<file path="src/rtl/mac_table_lookup_pkg.sv">
// Shared types and constants for the read side of the switch MAC table.
package mac_table_lookup_pkg;
  localparam int PORT_NUMBER    = 4;
  localparam int MAC_TABLE_SIZE = 8;
  localparam int PORT_W         = $clog2(PORT_NUMBER);
  localparam int MULTICAST_BIT  = 40;

  typedef logic [47:0] mac_addr_t;
  localparam mac_addr_t BROADCAST = 48'hFFFF_FFFF_FFFF;

  typedef logic [PORT_NUMBER-1:0] port_mask_t;
  typedef logic [PORT_W-1:0]      port_idx_t;

  // An entry equal to BROADCAST is an empty slot.
  typedef struct packed {
    mac_addr_t [MAC_TABLE_SIZE-1:0] mac;
  } port_table_t;

  typedef port_table_t [PORT_NUMBER-1:0] switch_table;

  typedef struct packed {
    mac_addr_t mac;
    logic      valid;
  } lookup_req_t;

  function automatic port_mask_t port_bit(input port_idx_t p);
    return port_mask_t'(1) << p;
  endfunction
endpackage

</file>
<file path="src/rtl/mac_table_lookup_if.sv">
// Per-port lookup request/grant and result bundle between the port logic and the MAC table reader.
interface mac_table_lookup_if
  import mac_table_lookup_pkg::*;
#(
  parameter int MISS_CNT_W = 32
) ();
  lookup_req_t [PORT_NUMBER-1:0] lookup_req;
  port_mask_t                    lookup_ready;
  port_mask_t                    result_valid;
  port_mask_t [PORT_NUMBER-1:0]  result_mask;
  logic [MISS_CNT_W-1:0]         miss_count;

  modport master (
    output lookup_req,
    input  lookup_ready, result_valid, result_mask, miss_count
  );

  modport slave (
    input  lookup_req,
    output lookup_ready, result_valid, result_mask, miss_count
  );
endinterface

</file>
<file path="src/rtl/mac_table_lookup_rr_arbiter.sv">
// Round-robin arbiter: one-hot combinational grant searched upward from a registered pointer.
module rr_arbiter #(
  parameter  int N     = 4,
  localparam int IDX_W = (N > 1) ? $clog2(N) : 1
) (
  input  logic             clk,
  input  logic             rst,
  input  logic [N-1:0]     i_req,
  input  logic             i_advance,
  output logic [N-1:0]     o_grant,
  output logic [IDX_W-1:0] o_grant_idx,
  output logic             o_any
);
  localparam logic [IDX_W:0]   N_W  = (IDX_W+1)'(N);
  localparam logic [IDX_W-1:0] LAST = IDX_W'(N - 1);

  logic [IDX_W-1:0] r_ptr;
  logic [IDX_W:0]   w_sum;

  always_comb begin
    o_grant     = '0;
    o_grant_idx = '0;
    o_any       = 1'b0;
    w_sum       = '0;
    for (int k = 0; k < N; k++) begin
      w_sum = {1'b0, r_ptr} + (IDX_W+1)'(k);
      if (w_sum >= N_W) w_sum = w_sum - N_W;
      if (!o_any && i_req[w_sum[IDX_W-1:0]]) begin
        o_any       = 1'b1;
        o_grant_idx = w_sum[IDX_W-1:0];
      end
    end
    if (o_any) o_grant[o_grant_idx] = 1'b1;
  end

  always_ff @(posedge clk) begin
    if (rst) begin
      r_ptr <= '0;
    end else if (i_advance && o_any) begin
      r_ptr <= (o_grant_idx == LAST) ? '0 : o_grant_idx + IDX_W'(1);
    end
  end
endmodule

</file>
<file path="src/rtl/mac_table_lookup.sv">
// MAC table read side: arbitrates per-port destination lookups and returns an egress port mask
// two cycles after each transfer, counting unicast misses.
module mac_table_lookup
  import mac_table_lookup_pkg::*;
#(
  parameter int MISS_CNT_W = 32
) (
  input  logic                clk,
  input  logic                rst,
  input  switch_table         mac_table_in,
  mac_table_lookup_if.slave   lookup
);
  typedef logic [MISS_CNT_W-1:0] miss_cnt_t;

  port_mask_t w_req_valid;
  port_mask_t w_grant;
  port_idx_t  w_grant_idx;
  logic       w_any;
  mac_addr_t  w_req_mac;

  logic       r_vld_p0;
  port_idx_t  r_src_p0;
  mac_addr_t  r_mac_p0;

  port_mask_t w_hit;
  logic       w_is_group;
  port_mask_t w_src_bit;

  port_mask_t                   r_result_valid;
  port_mask_t [PORT_NUMBER-1:0] r_result_mask;
  miss_cnt_t                    r_miss_count;

  // Group or unknown destinations flood; a hit only on the source port drops the frame.
  function automatic port_mask_t egress_mask(input port_mask_t hit, input logic is_group,
                                             input port_mask_t src_bit);
    if (is_group || (hit == '0)) return ~src_bit;
    return hit & ~src_bit;
  endfunction

  function automatic miss_cnt_t sat_inc(input miss_cnt_t c);
    return (&c) ? c : c + MISS_CNT_W'(1);
  endfunction

  // Requests are masked during reset so no grant is issued and ready reads 0.
  always_comb begin
    w_req_valid = '0;
    for (int p = 0; p < PORT_NUMBER; p++) begin
      w_req_valid[p] = lookup.lookup_req[p].valid & ~rst;
    end
  end

  rr_arbiter #(.N(PORT_NUMBER)) u_arb (
    .clk         (clk),
    .rst         (rst),
    .i_req       (w_req_valid),
    .i_advance   (1'b1),
    .o_grant     (w_grant),
    .o_grant_idx (w_grant_idx),
    .o_any       (w_any)
  );

  assign w_req_mac           = lookup.lookup_req[w_grant_idx].mac;
  assign lookup.lookup_ready = w_grant;

  // Stage A -> p0: capture the granted request
  always_ff @(posedge clk) begin
    if (rst) r_vld_p0 <= 1'b0;
    else     r_vld_p0 <= w_any;
  end

  always_ff @(posedge clk) begin
    if (w_any) begin
      r_src_p0 <= w_grant_idx;
      r_mac_p0 <= w_req_mac;
    end
  end

  // Stage B: compare against the table as presented this cycle
  always_comb begin
    w_hit = '0;
    for (int p = 0; p < PORT_NUMBER; p++) begin
      for (int j = 0; j < MAC_TABLE_SIZE; j++) begin
        if ((mac_table_in[p].mac[j] == r_mac_p0) && (mac_table_in[p].mac[j] != BROADCAST)) begin
          w_hit[p] = 1'b1;
        end
      end
    end
  end

  assign w_is_group = r_mac_p0[MULTICAST_BIT];
  assign w_src_bit  = port_bit(r_src_p0);

  // Stage C -> p1: registered result, per-port held mask and miss counter
  always_ff @(posedge clk) begin
    if (rst) begin
      r_result_valid <= '0;
      r_result_mask  <= '0;
      r_miss_count   <= '0;
    end else begin
      r_result_valid <= r_vld_p0 ? w_src_bit : '0;
      if (r_vld_p0) begin
        r_result_mask[r_src_p0] <= egress_mask(w_hit, w_is_group, w_src_bit);
        if (!w_is_group && (w_hit == '0)) r_miss_count <= sat_inc(r_miss_count);
      end
    end
  end

  assign lookup.result_valid = r_result_valid;
  assign lookup.result_mask  = r_result_mask;
  assign lookup.miss_count   = r_miss_count;
endmodule

</file>
<file path="src/flat_wrapper.sv">
// flat-port wrapper written by rule: the top's interface ports become plain ports
module mac_table_lookup_flat import mac_table_lookup_pkg::*;
#(
  parameter int MISS_CNT_W = 32
)
  (clk, rst, mac_table_in, lookup_lookup_req, lookup_lookup_ready, lookup_result_valid, lookup_result_mask, lookup_miss_count);
  mac_table_lookup_if #(.MISS_CNT_W(MISS_CNT_W)) lookup_i ();
  input  logic clk;
  input  logic rst;
  input  switch_table mac_table_in;
  input wire logic [$bits(lookup_i.lookup_req)-1:0] lookup_lookup_req;
  output wire logic [$bits(lookup_i.lookup_ready)-1:0] lookup_lookup_ready;
  output wire logic [$bits(lookup_i.result_valid)-1:0] lookup_result_valid;
  output wire logic [$bits(lookup_i.result_mask)-1:0] lookup_result_mask;
  output wire logic [$bits(lookup_i.miss_count)-1:0] lookup_miss_count;
  assign lookup_i.lookup_req = lookup_lookup_req;
  assign lookup_lookup_ready = lookup_i.lookup_ready;
  assign lookup_result_valid = lookup_i.result_valid;
  assign lookup_result_mask = lookup_i.result_mask;
  assign lookup_miss_count = lookup_i.miss_count;
  mac_table_lookup #(.MISS_CNT_W(MISS_CNT_W)) u_core (.clk(clk), .rst(rst), .mac_table_in(mac_table_in), .lookup(lookup_i));
endmodule
</file>
<file path="config.mk">
export PLATFORM = sky130hd
export DESIGN_NAME = mac_table_lookup_flat
export DESIGN_NICKNAME = d
export VERILOG_FILES = /design/src/rtl/mac_table_lookup_pkg.sv /design/src/rtl/mac_table_lookup_if.sv /design/src/rtl/mac_table_lookup_rr_arbiter.sv /design/src/rtl/mac_table_lookup.sv /design/src/flat_wrapper.sv
export SDC_FILE = /design/constraint.sdc
export NUM_CORES = 2
export LEC_CHECK = 0
export BUFFER_PORTS_ARGS = -buffer_cell sky130_fd_sc_hd__buf_4
export CORE_AREA = 5 5 699 701
export DETAILED_ROUTE_END_ITERATION = 16
export DIE_AREA = 0 0 704 706
export PLACE_DENSITY = 0.3
export SLEW_MARGIN = 25
export SYNTH_ARGS = -nofsm -noshare
export SYNTH_HDL_FRONTEND = slang
export SYNTH_HIERARCHICAL = 1
export SYNTH_SLANG_ARGS = --single-unit
</file>
<file path="constraint.sdc">
create_clock -name clk -period 6.18 [get_ports clk]
set_clock_uncertainty 0.05 [all_clocks]
set_input_delay 1.854 -clock clk [delete_from_list [all_inputs] [get_ports clk]]
set_output_delay 1.854 -clock clk [all_outputs]
set_load 0.005 [all_outputs]
</file>
* Word-level counts from Yosys, hierarchy flattened
Cells that the tools add are included.
** Storage, ports and cells
- Output and inout bits :: 56
- Word-level logic and storage cells :: 221
- Input port bits :: 1734
- Flip-flop bits (word level) :: 105
** Operators by class
- Muxes and demuxes :: 68
- Equal/unequal tests :: 65
- $lt $le $gt $ge :: 12
- Reductions and logical operators :: 47
- Shifts and indexed selects :: 1
- $add $sub $neg :: 9
- Bitwise logic cells :: 9
** Operator list (count)
- == test 48 bit :: 32
- != test 48 bit (second input constant) :: 32
- binary-select mux 49 bit (select 2 bit) :: 1
- two-way mux 49 bit :: 1
- two-way mux 1 bit :: 44
- logical AND 1 bit :: 38
- adder 32 x 1 -> 32 bit (second input constant) :: 1
- AND reduction 32 bit :: 1
- two-way mux 4 bit :: 6
- < comparator 2 x 3 -> 1 bit (second input constant) :: 6
- two-way mux 2 bit :: 9
- bitwise mux 16 bit :: 1
- greater-or-equal comparator 3 bit (second input constant) :: 3
- binary-select mux 1 bit (select 2 bit) :: 4
- demux 4 bit (select 2 bit) :: 1
- subtractor 2 x 1 -> 2 bit (second input constant) :: 4
- adder 2 x 2 -> 3 bit (second input constant) :: 2
- bitwise AND 1 bit :: 4
- bitwise AND 4 bit :: 1
- greater-or-equal comparator 2 x 1 -> 1 bit (second input constant) :: 2
- zero test 1 bit :: 4
- zero test 4 bit :: 1
- NOT 4 bit :: 1
- left shift 1 x 2 -> 4 bit (first input constant) :: 1
- other kinds (9) :: 11

* Depth between registers and ports, before layout
- Word-level depth :: 19
- Mapped depth :: 13
- Mapped depth without buffers :: 9

* Cells and area by module
Netlist, hierarchy kept.
** Modules (own cells, without submodules)
- mac_table_lookup :: area an instance 27009.7 um^2, times used 1, cells each 3175, sequential area each 2562.5 um^2
- rr_arbiter :: area an instance 261.5 um^2, times used 1, cells each 31, sequential area each 40.0 um^2

* Worst setup path before layout
No wires, ideal clock.
- Kind :: input to output
- Start point :: input port rst
- End point :: output port lookup_lookup_ready[0]
- Setup slack :: 0.552 ns
- Stages on the path :: 9
- Buffers on the path :: 2
- Arrival time :: 3.724 ns
- Path through :: clkbuf_1 -> clkbuf_1 -> nor2b_1 -> mux2i_1 -> nor2_1 -> nor3_1 -> inv_1 -> ha_1 -> and2b_2
** On the way
- Longest elaborated chain between the ends :: 19
** RTL lines
- from (decl) :: line flat_wrapper.sv:9 : input logic rst;
- NOT 1 bit (*) :: line mac_table_lookup.sv:48 : w_req_valid[p] = lookup.lookup_req[p].valid & ~rst;
- bitwise AND 1 bit (*) :: line mac_table_lookup.sv:48
- net u_core.w_req_valid[0] :: line mac_table_lookup.sv:15 : port_mask_t w_req_valid;
- binary-select mux 1 bit (select 2 bit) :: line mac_table_lookup_rr_arbiter.sv:28 : if (!o_any && i_req[w_sum[IDX_W-1:0]]) begin
- two-way mux 1 bit (implied by the code) :: line mac_table_lookup_rr_arbiter.sv:28
- two-way mux 1 bit :: line mac_table_lookup_rr_arbiter.sv:28
- zero test 1 bit :: line mac_table_lookup_rr_arbiter.sv:28
- logical AND 1 bit :: line mac_table_lookup_rr_arbiter.sv:28
- (+5 left out)
- logical AND 1 bit :: line mac_table_lookup_rr_arbiter.sv:28
- two-way mux 2 bit (*) :: line mac_table_lookup_rr_arbiter.sv:28
- net u_core.w_grant_idx[0] :: line mac_table_lookup.sv:17 : port_idx_t w_grant_idx;
- < comparator 2 x 3 -> 1 bit (implied by the code) / greater-or-equal comparator 2 x 1 -> 1 bit (equally long branches) :: line mac_table_lookup_rr_arbiter.sv:33 : if (o_any) o_grant[o_grant_idx] = 1'b1;
- logical AND 1 bit (implied by the code) :: line mac_table_lookup_rr_arbiter.sv:33
- two-way mux 1 bit (implied by the code) :: line mac_table_lookup_rr_arbiter.sv:33
- demux 1 bit (select 2 bit) (*) :: line mac_table_lookup_rr_arbiter.sv:33
- two-way mux 4 bit (*) :: line mac_table_lookup_rr_arbiter.sv:33
- to (decl) :: line flat_wrapper.sv:12 : output wire logic [$bits(lookup_i.lookup_ready)-1:0] lookup_lookup_ready;
The timed path passes the listed nets; every way through them passes the cells marked *. The select of a mux whose other input is x is not followed.

* Final worst setup path
- Start point :: input port mac_table_in[1191] in the netlist's numbering
- End point :: register u_core.r_miss_count[1] (netlist: u_core/lookup.miss_count[1])
** On the way
- Longest elaborated chain between the ends :: 13
** RTL lines
- from (decl) :: line flat_wrapper.sv:10 : input switch_table mac_table_in;
- == test 48 bit / != test 48 bit (equally long branches) :: line mac_table_lookup.sv:83 : if ((mac_table_in[p].mac[j] == r_mac_p0) && (mac_table_in[p].mac[j] != BROADCAST)) begin
- logical AND 1 bit (*) :: line mac_table_lookup.sv:83
- two-way mux 1 bit (*) (8 in a row) :: line mac_table_lookup.sv:83
- zero test 4 bit (*) :: line mac_table_lookup.sv:103 : if (!w_is_group && (w_hit == '0)) r_miss_count <= sat_inc(r_miss_count);
- logical AND 1 bit (*) :: line mac_table_lookup.sv:103
- AND reduction 3 bit (no line) (*)
- to (signal assigned) :: line mac_table_lookup.sv:103
- to (decl) :: line mac_table_lookup.sv:31 : miss_cnt_t r_miss_count;
Every way passes the cells marked *; elsewhere a longest branch is shown, timed or not.
A chain may end at the register's enable or synchronous reset.

==> impl_metrics.ini <==
[outcome]
outcome = complete, no violations

[pwr]
p_leak_nw = 15.43
ir_drop_uv = 129.1
powerDensity_nw_per_um2 = 166.8

[critical_path]
critPathCaptureType = flip-flop
critPathLaunchType = input pin
reg2reg_depth = 12
cp_cell_sequence = buf_4 -> nand4_1 -> nor4_2 -> buf_4 -> nand3_1 -> nand4_1 -> buf_12 -> nand4_1 -> nor2_2 -> nand4_2 -> buf_12 -> or4b_2 -> a21oi_1
regToRegEndpoint = u_core/lookup.miss_count[1]
path_max_fanout = 15
cp.required_ps = 6450
worstSetupPathType = input pin to flip-flop
crit_top_cell = nand4_1
slowest_delay_ps = 660
path_depth = 13
slowest_stage = or4b_2
r2r-start = u_core/r_mac_p0[23]
critPathBufInv = 4
crit_arrival_ps = 5730
crit_path_end = u_core/lookup.miss_count[1]
cp-startpoint = mac_table_in[1191]
crit_family = simple AND/OR/NAND/NOR gates
ff2ff_setup_slack_ps = 1180

[synthesis]
syn_nets = 4945
ys_dominant_reg_cell = dfxtp_1
yosysWarnings = 6
ys_async_sr_fraction = 0
synth.ff_latch_count = 105
synth_edf_count = 50
netlist_instances = 3206
synth_top_area_frac = 0.4933
mappedNetlistArea_um2 = 27270
syn_area_per_cell_um2 = 8.506
synth_top_cell_by_area = xnor2_1
yosys.cell_types.count = 56
synth_area_leaders = xnor2_1 49%, nand4_1 19%, edfxtp_1 5.5%
yosysSeqAreaShare = 0.09543

[global_routing]
grt_pass1_wl_um = 508800
antenna_found_initial = 174
grt_use_total = 0.1614
grt_max_degree = 60
grt-ovfl-total = 0
grt_pass1_vias = 39740

[layout]
final_cell_mix = 1967 x buf_4, 1522 x xnor2_1, 812 x nand4_1, 192 x nor4_1, 55 x dfxtp_1
area_delta_synth_final_pct = 81.68
drive_above_1_share = 0.4234
final_common_cell = buf_4
layout.nets = 6736

[floorplanning]
row_count = 255
start_util = 0.05668
die_w_um = 704
die_area_um2 = 497000
ios = 1790
core-area_um2 = 481100
die_h_um = 706

[sta]
relSlewSlack = 0.1633
period_share = 0.8833
tightest_slew_ps = 1249
drv_slew = 0
setup-violations-final = 0
setup_ws_ps = 720.9
holdWs_ps = 436.1
grt_setup_unrepaired = no
final.setup.tns_ps = 0
fmax_mhz = 183.2
hold_viol_final = 0
post-route-min-period_ps = 5459

[routing]
routed_via_density = 3.330
dr.pass1.iters = 6
vias = 38420
wl_um = 422300
drc = 0
wire_per_inst_um = 36.61
detail-route-antenna-nets = 0
drtIter0Drc = 3765

[placement]
place_ws_ps = 30.39
port_buffers = 1789
hpwlAfterDp_um = 369200
gp_congestion = 0.9127

[clocking]
holdBufCountCts = 0
clk_pin_slew_ps = 100
clock-sinks = 105
cts_setup_buffers = 0
tritoncts = yes
root_buffer = clkbuf_16
cts_buffers = 9
clock_latency_ps = 430
htreeDepth = 3
cts_resized = 0
max-clock-path-buffers = 2

[job]
drv_cap = 0

[hold_path]
hold_class = flip-flop to flip-flop
==> cells in the mapped netlist, types with 6 or more instances <==
cell,n
or4_1,13
edfxtp_1,50
clkbuf_1,18
buf_6,117
nor4_1,197
buf_1,6
nand3_1,45
xnor2_1,1536
nor2b_1,14
inv_1,7
nor3_1,16
a21oi_1,27
nand4_1,812
nor2_1,32
dfxtp_1,55
or3_1,17
nand2_1,22
o31ai_1,14
mux4_2,48
o21ai_0,10
buf_4,75
and4b_1,12
==> power by group <==
part	internal (mW)	switching, mW	total, mW
logic	2.47	4.14	6.61
clock network	0.344	0.386	0.729
registers	0.809	0.112	0.921
==> worst reg2reg max path, cell delays in order (launching register included) <==
cell	delay [ps]
edfxtp_1	920
buf_4	640
xnor2_1	310
nand4_1	130
nor4_1	60
nand4_1	250
buf_4	270
nand4_1	460
nor2_2	610
nand4_2	210
buf_12	200
or4b_2	670
a21oi_1	160
==> registers in the layout, indices dropped and copies added, names as in the netlist <==
register / cells
u_core/u_arb/r_ptr: 2
u_core/r_mac_p0: 48
u_core/lookup.miss_count: 32
u_core/lookup.result_valid: 4
u_core/lookup.result_mask: 16
u_core/r_vld_p0: 1
u_core/r_src_p0: 2
==> final cells by class <==
| type | instances | area, µm² |
|---|---|---|
| fillers | 56550 | 431600 |
| multi-input cells | 2871 | 22800 |
| repair buffers | 2003 | 15490 |
| well taps | 6425 | 8039 |
| flip-flops and latches | 105 | 2603 |
| diodes | 108 | 270.3 |
| clock buffers | 9 | 225.2 |
| clock inverters | 7 | 92.59 |
| inverters | 7 | 27.53 |
==> worst min path at each step <==
stage / startpoint / endpoint / cells past startpoint
global placement: u_core/lookup.result_mask[0] / u_core/lookup.result_mask[0] / 1
finish: u_core/lookup.result_mask[10] / u_core/lookup.result_mask[10] / 1
detailed placement: u_core/lookup.result_mask[0] / u_core/lookup.result_mask[0] / 1
CTS: u_core/lookup.result_mask[10] / u_core/lookup.result_mask[10] / 1
floorplan: u_core/r_vld_p0 / u_core/lookup.result_valid[1] / 2
global route: u_core/lookup.result_mask[10] / u_core/lookup.result_mask[10] / 1
==> layer usage <==
metal / share of wire / GRT usage
met5: 0.00073 / 0
met4: 0.061 / 0.07487
met3: 0.086 / 0.04783
met2: 0.45 / 0.2634
met1: 0.40 / 0.1942
==> through the flow <==
| step | utilization | cell area, µm² | instances | power, mW |
|---|---|---|---|---|
| 6_report | 0.1030 | 49550 | 11540 | 8.264 |
| 5_1_grt | 0.1028 | 49470 | 11510 | 8.481 |
| 4_1_cts | 0.1023 | 49230 | 11430 | 8.277 |
| 3_5_place_dp | 0.1017 | 48910 | 11410 | 7.476 |
| 3_3_place_gp | 0.1014 | 48810 | 11410 | 7.494 |
| 2_1_floorplan | - | 27270 | 3206 | 3.740 |
==> kinds of logic after synthesis <==
family          after synthesis  synth area share
compound gates               60           0.01376
mux                          55           0.04271
fa+ha+maj                     5          0.002294
xor+xnor                   1536            0.4933
other cells                   1         0.0001375
buf+inv                     230           0.07561
flops                       105           0.09543
simple gates               1214            0.2767
Power figures use the tool's default switching activity.
